`src/rtl/instr_fetch.sv`:
```
// Instruction fetch stage: drives prog_ctr into a combinational ROM, registers mach_code as instr.
// Optional fetched-instruction counter on fetch_count is enabled by defining INSTR_FETCH_PERF_EN.
module instr_fetch #(
    parameter int D = 12,
    parameter int W = 9,
    parameter logic [W-1:0] HALT_CODE = 9'h1FF
) (
    input  logic         clk,
    input  logic         rst_n,
    input  logic         start,
    input  logic         stall,
    input  logic         branch_en,
    input  logic         branch_rel,
    input  logic [D-1:0] branch_target,
    input  logic [W-1:0] mach_code,
    output logic [D-1:0] prog_ctr,
    output logic [W-1:0] instr,
    output logic         instr_valid,
    output logic         halted,
    output logic [15:0]  fetch_count
);

    localparam logic [1:0] S_IDLE  = 2'd0;
    localparam logic [1:0] S_FETCH = 2'd1;
    localparam logic [1:0] S_HALT  = 2'd2;

    // Current FSM state; kept as a named signal so checkers can bind to it.
    logic [1:0] state;
    logic       capture;
    logic       restart;

    // instr_valid is a one-cycle strobe with no ready: decode must take instr on every cycle it is high.
    assign capture = (state == S_FETCH) && !stall && !branch_en;
    assign restart = start && (state != S_FETCH);

    always_ff @(posedge clk or negedge rst_n) begin
        if (!rst_n) begin
            state       <= S_IDLE;
            prog_ctr    <= '0;
            instr       <= '0;
            instr_valid <= 1'b0;
            halted      <= 1'b0;
        end else begin
            instr_valid <= 1'b0;
            case (state)
                S_IDLE: begin
                    if (start) begin
                        state    <= S_FETCH;
                        prog_ctr <= '0;
                    end
                end
                S_FETCH: begin
                    if (!stall) begin
                        if (branch_en) begin
                            // The instruction at the old PC is squashed, never captured.
                            if (branch_rel) begin
                                prog_ctr <= prog_ctr + branch_target;
                            end else begin
                                prog_ctr <= branch_target;
                            end
                        end else begin
                            instr       <= mach_code;
                            instr_valid <= 1'b1;
                            if (mach_code == HALT_CODE) begin
                                state  <= S_HALT;
                                halted <= 1'b1;
                            end else begin
                                prog_ctr <= prog_ctr + 1'b1;
                            end
                        end
                    end
                end
                S_HALT: begin
                    if (start) begin
                        state    <= S_FETCH;
                        prog_ctr <= '0;
                        halted   <= 1'b0;
                    end
                end
                default: begin
                    state <= S_IDLE;
                end
            endcase
        end
    end

`ifdef INSTR_FETCH_PERF_EN
    logic [15:0] count_q;

    always_ff @(posedge clk or negedge rst_n) begin
        if (!rst_n) begin
            count_q <= '0;
        end else if (restart) begin
            count_q <= '0;
        end else if (capture && (count_q != 16'hFFFF)) begin
            count_q <= count_q + 16'd1;
        end
    end

    assign fetch_count = count_q;
`else
    assign fetch_count = '0;
`endif

endmodule
```
`config.mk`:
```
export PLATFORM = sky130hd
export DESIGN_NAME = instr_fetch
export DESIGN_NICKNAME = d
export VERILOG_FILES = /design/src/rtl/instr_fetch.sv
export SDC_FILE = /design/constraint.sdc
export NUM_CORES = 1
export LEC_CHECK = 0
export ABC_AREA = 0
export CORE_MARGIN = 3
export CORE_UTILIZATION = 45
export DETAILED_ROUTE_END_ITERATION = 10
export HOLD_SLACK_MARGIN = 0.1
export PLACE_DENSITY = 0.78
export SYNTH_ARGS = -nofsm -noshare
export SYNTH_HDL_FRONTEND = slang
export SYNTH_SLANG_ARGS = --single-unit
```
`constraint.sdc`:
```
create_clock -name clk -period 5.8 [get_ports clk]
set_clock_uncertainty 0.15 [all_clocks]
set_input_delay 1.16 -clock clk [delete_from_list [all_inputs] [get_ports clk]]
set_output_delay 1.16 -clock clk [all_outputs]
set_load 0.02 [all_outputs]
```
==> flow_summary.toml <==
[cells_and_area]
area_delta_synth_final_pct = 24.28
diodes = 0
layout.nets = 321
drive_above_1_share = 0.05000
num-fill-cells = 401

[detailed_routing]
wl_per_cell_um = 14.30
wirelength_um = 4720
dr_total_vias = 1822
ant_nets = 0
route.detailed.drc = 0
vias_per_cell = 5.521
dr.pass1.iters = 4
dr.first_iter.drc_count = 82

[floorplan]
core-area_um2 = 4173
die_x_um = 73.34
fp.dieH_um = 73.34
rows = 23
io_pins = 66
dieArea_um2 = 5379
initial_core_util = 0.4891

[synth]
synthFlopType = "dfrtp_1"
synth.distinct_cells = 51
synth_most_common_cell = "dfrtp_1"
netlist_area_um2 = 2041
syn_inst = 235
avgSynthCellArea_um2 = 8.684
synth_edf_count = 0
synth_top_cell_by_area = "dfrtp_1"
synth_common_cells = "25 x dfrtp_1, 24 x nand2_1, 17 x a21oi_1"
synth_top_area_frac = 0.3066
synth_area_leaders = "dfrtp_1 31%, ha_1 7.4%, buf_4 5.9%"
async_reset_ff_frac = 1.000
yosysSeqAreaShare = 0.3066
yosys_warnings = 0
ys_seq_elements = 25

[setup_path]
crit_end = "prog_ctr[8]$_DFFE_PN0P_"
reg2reg_to = "prog_ctr[8]$_DFFE_PN0P_"
path_class = "input pin to register"
crit_required_ns = 5.81
end_kind = "register"
slowest_stage = "clkdlybuf4s50_1"
reg2reg_slack_ns = 3.19
cpLargestDelayFamily = "compound AO/OA/AOI/OAI gates"
arrival_ns = 3.48
reg2regPathDepth = 9
cp_cell_sequence = "clkdlybuf4s50_1 -> ha_1 -> fa_1 -> a21o_1 -> nand4_1 -> nand2_1 -> a31oi_1 -> xor2_1 -> a211oi_1 -> a221o_1"
cp_num_buf_inv = 1
cp_max_fo = 2
cp.depth = 10
r2r-start = "prog_ctr[0]$_DFFE_PN0P_"
startpoint_type = "input pin"
max_stage_delay_ns = 0.43
crit_start = "branch_target[0]"

[pwr]
power_density_nw_per_um2 = 355.5
totalPowerFinal_uw = 901.5
leakage_uw = 0.001107
vdd_drop_max_mv = 0.1984

[sta]
finalCritPeriodShare = 0.5975
fin_setup_tns_ns = 0
finalWorstSetupSlack_ns = 2.335
rsz0062_at_grt = "false"
setup_viol = 0
clock.fmax_ghz = 0.2886
hold_viol_final = 0
slew_headroom = 0.3096
slew_violations = 0
post-route-min-period_ns = 3.465
worstMarginPinSlew_ns = 1.032

[placement]
place_ws_ns = 2.077
gp_congestion = 0.8441
hpwl_um = 3686
port_buffers = 49

[clock_network]
numCtsBuffers = 3
cts_setup_buffers = 0
cts_resized = 0
clockBufferDepth = 2
root_buffer = "clkbuf_8"
htree_num_levels = 1
clock-sinks = 25
cts_tree = "done"
hold_buffers = 0
clkTransAtPathRegs_ns = 0.09
clk_latency_ns = 0.27

[grt]
grt_max_degree = 34
grt_overflow_total = 0
antenna_found_initial = 0
grt_pass1_vias = 1768
grt_pass1_wl_um = 7866
grt.total_usage = 0.1833

[hold_path]
hold_class = "register to register"
worstHoldPathCells = 2
hold_path_startpoint = "halted$_DFFE_PN0P_"

[run]
cap_violations = 0

[outcome]
status = "finished, final reports clean"
-- flip-flops by register name (all words and copies together), names as in the netlist --
name         flops
halted           1
instr            9
instr_valid      1
state            2
prog_ctr        12
-- metrics by stage --
step / instance area (um2) / util / instances / hold slack (ns)
after floorplan: 2097 / - / 250 / 0.3570
after global placement: 2491 / 0.5970 / 326 / 0.3150
after detailed placement: 2491 / 0.5970 / 326 / 0.3238
after CTS: 2536 / 0.6078 / 330 / 0.3493
after global routing: 2536 / 0.6078 / 330 / 0.3671
final: 2536 / 0.6078 / 330 / 0.3462
-- cell usage in the layout, fill, tap and decap left out, drive strengths merged, types with 4 or more instances in the layout --
cell type,instances
a31oi,4
nand2,24
nand3,10
conb,16
a21oi,18
ha,12
nand4,6
clkdlybuf4s50,49
dfrtp,25
mux2i,5
a21o,6
nor3,5
inv,8
mux2,10
xor2,5
nor2,16
clkbuf,4
o21ai,10
xnor2,8
-- final cells by class --
class	count	area, um2	area share
Sequential cell	25	625.6	0.2467
Tap cell	50	62.56	0.02467
Multi-Input combinational cell	193	1275	0.5027
Clock buffer	4	45.04	0.01776
Inverter	8	30.03	0.01184
Timing Repair Buffer	50	498.0	0.1963
-- worst min-delay path by stage --
stage	slack (ns)	to
finish	0.35	halted$_DFFE_PN0P_
global route	0.37	instr[2]$_DFFE_PN0P_
CTS	0.35	halted$_DFFE_PN0P_
detailed placement	0.32	halted$_DFFE_PN0P_
global placement	0.32	halted$_DFFE_PN0P_
floorplan	0.36	state[1]$_DFFE_PN0P_
-- cells by family (layout without fill, tap and decap cells) --
kind of cell / after synthesis / count (layout) / share of synthesized area
AND/OR/NAND/NOR: 75 / 75 / 0.1747
AO/OA/AOI/OAI: 61 / 61 / 0.2017
buffers and inverters: 32 / 62 / 0.09626
flip-flops: 25 / 25 / 0.3066
multiplexers: 15 / 15 / 0.07970
adder cells (fa/ha/maj): 13 / 13 / 0.08338
XOR/XNOR: 13 / 13 / 0.05579
other: 1 / 16 / 0.001838
-- worst register-to-register path: cells and delay by family (launching register included) --
kind                       cells  cell delay [ns]
AOI/OAI and AO/OA              4             0.80
xor gates and xnor gates       1             0.22
adders and majority gates      2             0.67
DFF                            1             0.46
and+or+nand+nor                2             0.21
-- power by group --
| group | leakage [uW] | switching, uW | internal, uW |
|---|---|---|---|
| logic | 0.000781 | 264 | 243 |
| registers | 0.000302 | 70.6 | 219 |
| clock network | 0.0000228 | 56.0 | 49.2 |
-- metal layers --
layer | global-route usage | vias to the layer above | share of wire
li1 | - | 911 | -
met4 | 0.06036 | 0 | 0.017
met5 | 0 | - | 0
met3 | 0.04104 | 8 | 0.087
met2 | 0.3009 | 72 | 0.47
met1 | 0.2387 | 831 | 0.43
(Power assumes the default switching activity.)
